===== config.mk =====
export PLATFORM = sky130hd
export DESIGN_NAME = usbh_report_arbiter
export DESIGN_NICKNAME = d
export VERILOG_FILES = /design/src/rtl/usbh_report_pkg.sv /design/src/rtl/usbh_report_port.sv /design/src/rtl/usbh_report_arbiter.sv
export SDC_FILE = /design/constraint.sdc
export NUM_CORES = 1
export LEC_CHECK = 0
export ABC_AREA = 1
export CAP_MARGIN = 20
export CORE_MARGIN = 4
export CORE_UTILIZATION = 40
export CTS_BUF_LIST = sky130_fd_sc_hd__clkbuf_4 sky130_fd_sc_hd__clkbuf_8
export CTS_CLUSTER_DIAMETER = 200
export DETAILED_ROUTE_END_ITERATION = 6
export PLACE_DENSITY = 0.75
export SLEW_MARGIN = 25
export SYNTH_ARGS = -nofsm -noshare
export SYNTH_HDL_FRONTEND = slang
export SYNTH_HIERARCHICAL = 1
export SYNTH_SLANG_ARGS = --single-unit

===== constraint.sdc =====
create_clock -name clk -period 3.9 [get_ports clk]
set_input_delay 0.78 -clock clk [delete_from_list [all_inputs] [get_ports clk]]
set_output_delay 0.78 -clock clk [all_outputs]
set_load 0.01 [all_outputs]

===== src/rtl/usbh_report_pkg.sv =====
// Shared definitions for the HID report arbiter: scheduler states and default report size.
// Latency: none (package only).
// Backpressure: not applicable.
package usbh_report_pkg;

    typedef enum logic {
        ST_IDLE    = 1'b0,
        ST_PRESENT = 1'b1
    } state_t;

    localparam int C_REPORT_LENGTH_DEFAULT = 20;
    localparam int C_PORT_IDX_W            = 2;

endpackage


===== src/rtl/usbh_report_port.sv =====
// One HID port: capture buffer, pending/overrun flags and inactivity timer with connected flag.
// Latency: in_valid -> pend/connected one cycle later.
// Backpressure: none; a new report overwrites an unforwarded one and flags overrun.
module usbh_report_port
    import usbh_report_pkg::*;
#(
    parameter int C_report_length = C_REPORT_LENGTH_DEFAULT,
    parameter int C_timeout_bits  = 22
) (
    input  logic                         clk,
    input  logic                         resn,
    input  logic                         i_valid,
    input  logic [C_report_length*8-1:0] i_report,
    input  logic                         i_grant,
    input  logic                         i_clear_overrun,
    output logic [C_report_length*8-1:0] o_buf,
    output logic                         o_pend,
    output logic                         o_overrun,
    output logic                         o_connected
);

    localparam logic [C_timeout_bits-1:0] TMR_MAX = '1;

    logic [C_report_length*8-1:0] r_buf;
    logic                         r_pend;
    logic                         r_overrun;
    logic [C_timeout_bits-1:0]    r_tmr;
    logic                         r_connected;
    logic                         w_ovr_set;

    // Overwriting a report that is still waiting (and not leaving this cycle) loses it.
    assign w_ovr_set = i_valid && r_pend && !i_grant;

    // Capture buffer and pending flag; a new strobe keeps pend set even when granted.
    always_ff @(posedge clk or negedge resn) begin
        if (!resn) begin
            r_buf  <= '0;
            r_pend <= 1'b0;
        end else if (i_valid) begin
            r_buf  <= i_report;
            r_pend <= 1'b1;
        end else if (i_grant) begin
            r_pend <= 1'b0;
        end
    end

    // Sticky overrun; setting wins over a same-cycle clear.
    always_ff @(posedge clk or negedge resn) begin
        if (!resn) begin
            r_overrun <= 1'b0;
        end else if (w_ovr_set) begin
            r_overrun <= 1'b1;
        end else if (i_clear_overrun) begin
            r_overrun <= 1'b0;
        end
    end

    // Saturating inactivity timer; connected drops on the edge the timer reaches all-ones.
    always_ff @(posedge clk or negedge resn) begin
        if (!resn) begin
            r_tmr       <= '0;
            r_connected <= 1'b0;
        end else if (i_valid) begin
            r_tmr       <= '0;
            r_connected <= 1'b1;
        end else begin
            if (r_tmr != TMR_MAX) begin
                r_tmr <= r_tmr + 1'b1;
            end
            if (r_tmr == TMR_MAX - 1'b1) begin
                r_connected <= 1'b0;
            end
        end
    end

    assign o_buf       = r_buf;
    assign o_pend      = r_pend;
    assign o_overrun   = r_overrun;
    assign o_connected = r_connected;

endmodule


===== src/rtl/usbh_report_arbiter.sv =====
// Merges per-port HID reports into one tagged stream using round-robin scheduling.
// Latency: in_valid at t -> out_valid at t+2 at best; one report per two cycles maximum.
// Backpressure: out_* held while out_valid & !out_ready; ports keep buffering (overrun on loss).
module usbh_report_arbiter
    import usbh_report_pkg::*;
#(
    parameter int C_ports         = 3,
    parameter int C_report_length = C_REPORT_LENGTH_DEFAULT,
    parameter int C_timeout_bits  = 22
) (
    input  logic                                 clk,
    input  logic                                 resn,
    input  logic [C_ports*C_report_length*8-1:0] in_report,
    input  logic [C_ports-1:0]                   in_valid,
    output logic [C_report_length*8-1:0]         out_report,
    output logic [C_PORT_IDX_W-1:0]              out_port,
    output logic                                 out_valid,
    input  logic                                 out_ready,
    output logic [C_ports-1:0]                   overrun,
    input  logic [C_ports-1:0]                   clear_overrun,
    output logic [C_ports-1:0]                   connected
);

    localparam int W = C_report_length * 8;

    logic [W-1:0]              w_buf [C_ports];
    logic [C_ports-1:0]        w_pend;
    logic [C_ports-1:0]        w_grant;
    logic [3:0]                w_pend4;
    logic                      w_found;
    logic [C_PORT_IDX_W-1:0]   w_gidx;
    logic [C_PORT_IDX_W-1:0]   w_idx;
    logic [C_PORT_IDX_W-1:0]   w_ptr_nxt;
    logic [W-1:0]              w_sel;
    logic                      w_take;
    state_t                    r_state;
    state_t                    w_state_nxt;
    logic [C_PORT_IDX_W-1:0]   r_ptr;
    logic [W-1:0]              r_report;
    logic [C_PORT_IDX_W-1:0]   r_port;

    for (genvar k = 0; k < C_ports; k++) begin : g_port
        usbh_report_port #(
            .C_report_length (C_report_length),
            .C_timeout_bits  (C_timeout_bits)
        ) u_port (
            .clk             (clk),
            .resn            (resn),
            .i_valid         (in_valid[k]),
            .i_report        (in_report[k*W +: W]),
            .i_grant         (w_grant[k]),
            .i_clear_overrun (clear_overrun[k]),
            .o_buf           (w_buf[k]),
            .o_pend          (w_pend[k]),
            .o_overrun       (overrun[k]),
            .o_connected     (connected[k])
        );
    end

    // Absent ports read as never pending.
    assign w_pend4 = 4'(w_pend);

    // First pending port at or after the pointer, wrapping modulo C_ports.
    always_comb begin
        w_found = 1'b0;
        w_gidx  = '0;
        w_idx   = '0;
        for (int i = 0; i < C_ports; i++) begin
            w_idx = C_PORT_IDX_W'((int'(r_ptr) + i) % C_ports);
            if (!w_found && w_pend4[w_idx]) begin
                w_found = 1'b1;
                w_gidx  = w_idx;
            end
        end
    end

    assign w_ptr_nxt = (w_gidx == C_PORT_IDX_W'(C_ports - 1)) ? '0 : w_gidx + 1'b1;

    // Select the granted port's buffer.
    always_comb begin
        w_sel = '0;
        for (int k = 0; k < C_ports; k++) begin
            if (w_gidx == C_PORT_IDX_W'(k)) begin
                w_sel = w_buf[k];
            end
        end
    end

    // Scheduler next state and grant; grants only from IDLE so each report gets its own handshake.
    always_comb begin
        w_state_nxt = r_state;
        w_grant     = '0;
        w_take      = 1'b0;
        case (r_state)
            ST_IDLE: begin
                if (w_found) begin
                    w_take      = 1'b1;
                    w_grant     = C_ports'(4'b0001 << w_gidx);
                    w_state_nxt = ST_PRESENT;
                end
            end
            ST_PRESENT: begin
                if (out_ready) begin
                    w_state_nxt = ST_IDLE;
                end
            end
            default: w_state_nxt = ST_IDLE;
        endcase
    end

    // State register.
    always_ff @(posedge clk or negedge resn) begin
        if (!resn) begin
            r_state <= ST_IDLE;
        end else begin
            r_state <= w_state_nxt;
        end
    end

    // Output register and round-robin pointer, loaded only on a grant so later buffer writes cannot disturb it.
    always_ff @(posedge clk or negedge resn) begin
        if (!resn) begin
            r_report <= '0;
            r_port   <= '0;
            r_ptr    <= '0;
        end else if (w_take) begin
            r_report <= w_sel;
            r_port   <= w_gidx;
            r_ptr    <= w_ptr_nxt;
        end
    end

    assign out_report = r_report;
    assign out_port   = r_port;
    assign out_valid  = (r_state == ST_PRESENT);

endmodule

== After elaboration in Yosys (flattened, before gate mapping) ==
Index checks and enable logic that the tools add are counted.
Cells by class
  magnitude comparators: 3
  equal/unequal tests: 8
  div/mod/pow operators: 3
  bitwise logic cells: 1
  reduce and logical (&&, ||, !) cells: 26
  multiplexer cells: 46
  shift-type cells: 1
  add/subtract/negate cells: 6
Operators with widths (count)
  160-bit 2-to-1 mux: 3
  22-bit 2-to-1 mux: 6
  22-bit by 1-bit adder with 22-bit output (second input constant): 3
  22-bit equality test (second input constant): 3
  22-bit != test (second input constant): 3
  32-bit by 3-bit remainder unit with 32-bit output (second input constant): 2
  3-bit by 3-bit remainder unit with 32-bit output (second input constant): 1
  1-bit 2-to-1 mux: 27
  2-bit nonzero test: 12
  2-bit by 3-bit less-than comparator with 1-bit output (second input constant): 3
  1-bit logical AND: 8
  2-bit 2-to-1 mux: 4
  1-bit binary-select mux with 2-bit select: 3
  3-bit 2-to-1 mux: 2
  1-bit zero test: 5
  2-bit by 1-bit adder with 3-bit output (second input constant): 1
  2-bit by 2-bit adder with 3-bit output (second input constant): 1
  1-bit by 2-bit << shifter with 3-bit output (first input constant): 1
  2-bit by 1-bit adder with 2-bit output (second input constant): 1
  2-bit by 1-bit equality test with 1-bit output (second input constant): 1
  2-bit equality test (second input constant): 1
  2-bit zero test: 1
  1-bit one-hot mux with 2 select lines: 1
  1-bit inverter: 1
Storage, ports and cells
  output and inout port bits: 169
  flip-flop bits (word level): 720
  word-level logic and storage cells: 113
  input bits: 489

== Longest topological paths before layout ==
  word-level depth: 16
  depth in mapped cells: 18
  gate-level depth less buffers: 15

== Cells and area by module ==
Netlist, hierarchy kept.
By module, submodules not included
  usbh_report_port: seq. area each 4629.4 um^2, instances 3, area each 7534.7 um^2, cells each 887
  usbh_report_arbiter: seq. area each 4129.0 um^2, instances 1, area each 10563.9 um^2, cells each 1741

== Least setup slack after synthesis ==
Ideal clock, no wire load.
  path type: reg-to-reg
  start point: reg r_ptr[0]
  end point: reg g_port[1].u_port.r_overrun
  buffers on the path: 3
  setup time: 0.125 ns
  arrival: 2.031 ns
  data required time: 3.775 ns
  period minus slack after synthesis: 2.156 ns
  setup slack: 1.744 ns
  stages on the path, launching flop included: 18
  cell sequence: dfrtp_1 > inv_1 > ha_1 > buf_4 > nor2_1 > nand2_1 > nand2_1 > nand3_1 > nand2_1 > inv_2 > nand2_2 > buf_4 > buf_2 > nand2_1 > inv_1 > inv_1 > nand2_1 > o22ai_1
On the way
  longest elaborated chain between the ends: 16
  elaborated cells on any way between the ends: 28
  those cells by class: add/sub (2); div (3); shift (1); mux (15); reduce/logical (7)
Ends and longest elaborated chain
  start: declaration: line usbh_report_arbiter.sv:38  | logic [C_PORT_IDX_W-1:0] r_ptr;
  start signal: assignment: line usbh_report_arbiter.sv:129  | r_ptr <= w_ptr_nxt;
  branches (longest 11 deep; another with 32-bit by 3-bit remainder unit with 32-bit output)
  3-bit 2-to-1 mux *: line usbh_report_arbiter.sv:96  | if (w_found) begin
  3-bit 2-to-1 mux *: line usbh_report_arbiter.sv:94  | case (r_state)
  net w_grant[1]: line usbh_report_arbiter.sv:28  | logic [C_ports-1:0] w_grant;
  1-bit zero test *: line usbh_report_port.sv:32  | assign w_ovr_set = i_valid && r_pend && !i_grant;
  1-bit logical AND *: line usbh_report_port.sv:32
  1-bit 2-to-1 mux / 2-bit nonzero test (equally long branches)
  end signal: assignment: line usbh_report_port.sv:50  | r_overrun <= 1'b0;
  end signal: assignment: line usbh_report_port.sv:52  | r_overrun <= 1'b1;
  end signal: assignment: line usbh_report_port.sv:54  | r_overrun <= 1'b0;
  end: declaration: line usbh_report_port.sv:26  | logic r_overrun;
Mark *: on every way through the listed nets, which the timed path passes. The select of a mux whose other input is x is not followed.
A chain may end at the register's enable or synchronous reset.

== Worst setup path after layout ==
  start point: reg r_ptr[0]
  end point: reg r_report[64], in the netlist out_report[64]
On the way
  longest elaborated chain between the ends: 14
  elaborated cells on any way between the ends: 29
  those cells by class: add/sub (2); div (3); eq/ne (2); mux (17); reduce/logical (5)
Ends and longest elaborated chain
  branches (longest 14 deep; another with 32-bit by 3-bit remainder unit with 32-bit output)
  end signal: assignment: line usbh_report_arbiter.sv:127  | r_report <= w_sel;
  end: declaration: line usbh_report_arbiter.sv:39  | logic [W-1:0] r_report;
Parallel ways; which one is timed is not known. The select of a mux whose other input is x is not followed.

==> flow_summary.json <==
{
  "grt_overflow": 0,
  "hold_violations": 0,
  "clock_skew_ns": 0.0408,
  "postPlaceCellArea_mm2": 0.0408,
  "core-area_mm2": 0.0821,
  "path_depth": 15,
  "routed_via_density": 4.94,
  "ys_seq_elements": 720,
  "dr.pass1.iters": 6,
  "vias": 30700,
  "worst_pin_slew_ns": 0.877,
  "area_growth_pct": 31.6,
  "clk_pin_slew_ns": 0.06,
  "ys_top_cells_by_area": "dfrtp_1 54%, nand2_1 28%, nor2_1 3.9%",
  "final-setup-viol-count": 0,
  "dp_cells": 5970,
  "hold_end": "g_port[0].u_port/o_buf[148]",
  "drc_errors": 0,
  "max_slew_margin": 0.415,
  "grt_pass1_wl_mm": 169,
  "seq_area_frac_synth": 0.543,
  "grt_max_degree": 112,
  "synth_cell_types": 36,
  "syn_nets": 4901,
  "yosysWarnings": 6,
  "cellPowerDensity_mw_per_mm2": 706,
  "cts_tree": "yes",
  "synth_area_leader_cell": "dfrtp_1",
  "numPortBuffers": 657,
  "finalCritPeriodShare": 0.728,
  "crit_chain": "inv_1, ha_1, inv_2, nand2_1, nand3_1, nand2_1, nand2_1, inv_2, nand3_1, nand2_8, nor2_4, buf_4, nand2_1, nand3_1, nand2_1",
  "fin_nets": 5532,
  "htree_levels": 4,
  "rr_endpoint": "out_report[64]",
  "ys.flop_type": "dfrtp_1",
  "p_leak_nw": 22.7,
  "layout_setup_ws_ns": 1.06,
  "crit_buf_inv": 4,
  "clk_latency_ns": 0.78,
  "antenna_left": 0,
  "synth.top_cell.area_share": 0.543,
  "drv_slew": 0,
  "cts_max_path_buffers": 3,
  "slowest_delay_ns": 0.46,
  "die_h_um": 296,
  "numClockSinks": 720,
  "p_switching_mw": 12.6,
  "wl_per_cell_um": 17.8,
  "place_ws_ns": 1.07,
  "outcome": "complete, no violations",
  "rows": 105,
  "ir_drop_v": 0.000721,
  "fin_crit_ns": 2.84,
  "p_seq_frac": 0.316,
  "p_int_mw": 18.2,
  "place_congestion": 0.875,
  "async_flop_share": 1.00,
  "cts_resized": 0,
  "crit_family": "simple AND/OR/NAND/NOR gates",
  "rr_worst_depth": 15,
  "syn_area_per_cell_um2": 7.53,
  "design_area_mm2": 0.0436,
  "netlist_top_cells_count": "2,516 x nand2_1, 720 x dfrtp_1, 346 x nor2_1",
  "drtIter0Drc": 2185,
  "endpoint_kind": "flip-flop",
  "drt_wl_total_mm": 110,
  "clkPwrFrac": 0.247,
  "r2r_slack_ns": 1.06,
  "cp.required_ns": 4.54,
  "syn_area_mm2": 0.0332,
  "cp_max_fo": 46,
  "start_kind": "flip-flop",
  "hold_ws_ns": 0.404,
  "grt_pass1_vias": 30200,
  "root_buffer": "clkbuf_8",
  "synth_most_common_cell": "nand2_1",
  "drv.max_cap_violation_count": 0,
  "power.share.switching": 0.409,
  "die_w_um": 296,
  "cp.arrival_ns": 3.48,
  "cts_buffers": 130,
  "r2r_start": "r_ptr[0]",
  "cp_slowest_cell": "buf_4",
  "initial_utilization": 0.404,
  "dp_hpwl_mm": 73.3,
  "synth_edf_count": 0,
  "fin_tns_setup_ns": 0,
  "worst_path_most_repeated_cell": "nand2_1",
  "final_util": 0.531,
  "rsz0062_at_grt": "false",
  "layout.cells.non_filler": 6208,
  "hold_class": "in -> reg",
  "total_power_mw": 30.8,
  "worstSetupPathType": "reg -> reg",
  "drive_above_1_share": 0.0747,
  "min_from": "in_valid[0]",
  "synthCells": 4402,
  "io_pins": 658,
  "antenna_found_initial": 15,
  "die-area_mm2": 0.0876,
  "worstHoldPathCells": 3,
  "grt_usage": 0.245,
  "max_freq_mhz": 352,
  "power_frac_comb": 0.437
}
==> final cells by class <==
cell class	count	area, um^2
diodes	13	32.5
inverters	185	709
clock inverters	33	348
flip-flops and latches	720	18000
fillers	7558	38500
well taps	1070	1340
repair buffers	722	7360
clock buffers	191	2440
multi-input cells	3274	13400
==> worst reg2reg max path: cells and delay by family, from the launching register on <==
family	cells	cell delay, ns
AND/OR/NAND/NOR	10	1.26
buffers and inverters	4	0.71
adder cells (fa/ha/maj)	1	0.41
flip-flops	1	0.38
==> state kept, by name (all words and copies together), names as in the netlist <==
register,cells
out_port,2
g_port.u_port/o_buf,480
r_ptr,2
out_valid,1
out_report,160
g_port.u_port/r_tmr,66
g_port.u_port/o_pend,3
g_port.u_port/o_connected,3
g_port.u_port/o_overrun,3
==> power groups by stage <==
| stage | logic [mW] | registers, mW | clock network, mW |
|---|---|---|---|
| 2_1_floorplan | 7.75 | 9.98 | 0 |
| 3_3_place_gp | 13.2 | 9.80 | 0 |
| 3_5_place_dp | 13.5 | 9.80 | 0 |
| 4_1_cts | 13.5 | 9.71 | 7.78 |
| 5_1_grt | 14.9 | 9.85 | 8.13 |
| 6_report | 13.5 | 9.72 | 7.61 |
==> cells in the final DEF, fill, tap and decap left out, drive strengths merged, types with 22 or more instances in the layout <==
cell / n
o21ai: 31
clkdlybuf4s50: 653
buf: 68
o21bai: 22
nor2: 369
nand3: 235
clkbuf: 191
inv: 191
nand2: 2541
dfrtp: 720
==> repair_timing <==
action | 4_1_cts | 5_1_grt
endpoints found under the hold margin | 17 | 0
buffers inserted | 0 | 0
hold buffers | 1 | 0
==> routing by layer <==
layer,GRT usage,share of wire,wire length [um],vias to the layer above
met4,0.125,0.049,5370,4
li1,-,-,-,14600
met5,0,0.00021,23,-
met1,0.314,0.40,44100,14500
met3,0.0535,0.078,8600,312
met2,0.394,0.47,52200,1268
==> cells by family after synthesis <==
group,Yosys count,share of synthesized area
AOI/OAI and AO/OA,63,0.0127
xor gates and xnor gates,18,0.00475
adders and majority gates,10,0.00377
buffers and inverters,408,0.0543
DFF,720,0.543
and+or+nand+nor,3183,0.381
==> how the worst max path moves through the flow <==
stage	to	startpoint	slack, ns
final	out_report[64]	r_ptr[0]	1.06
after global routing	out_report[64]	r_ptr[0]	0.83
after CTS	out_report[75]	r_ptr[0]	1.09
after detailed placement	out_report[63]	r_ptr[0]	1.07
after floorplan	g_port[1].u_port/o_overrun	r_ptr[0]	1.74
after global placement	out_report[75]	r_ptr[0]	1.16
Note: power is estimated with default switching activity, not from simulation.
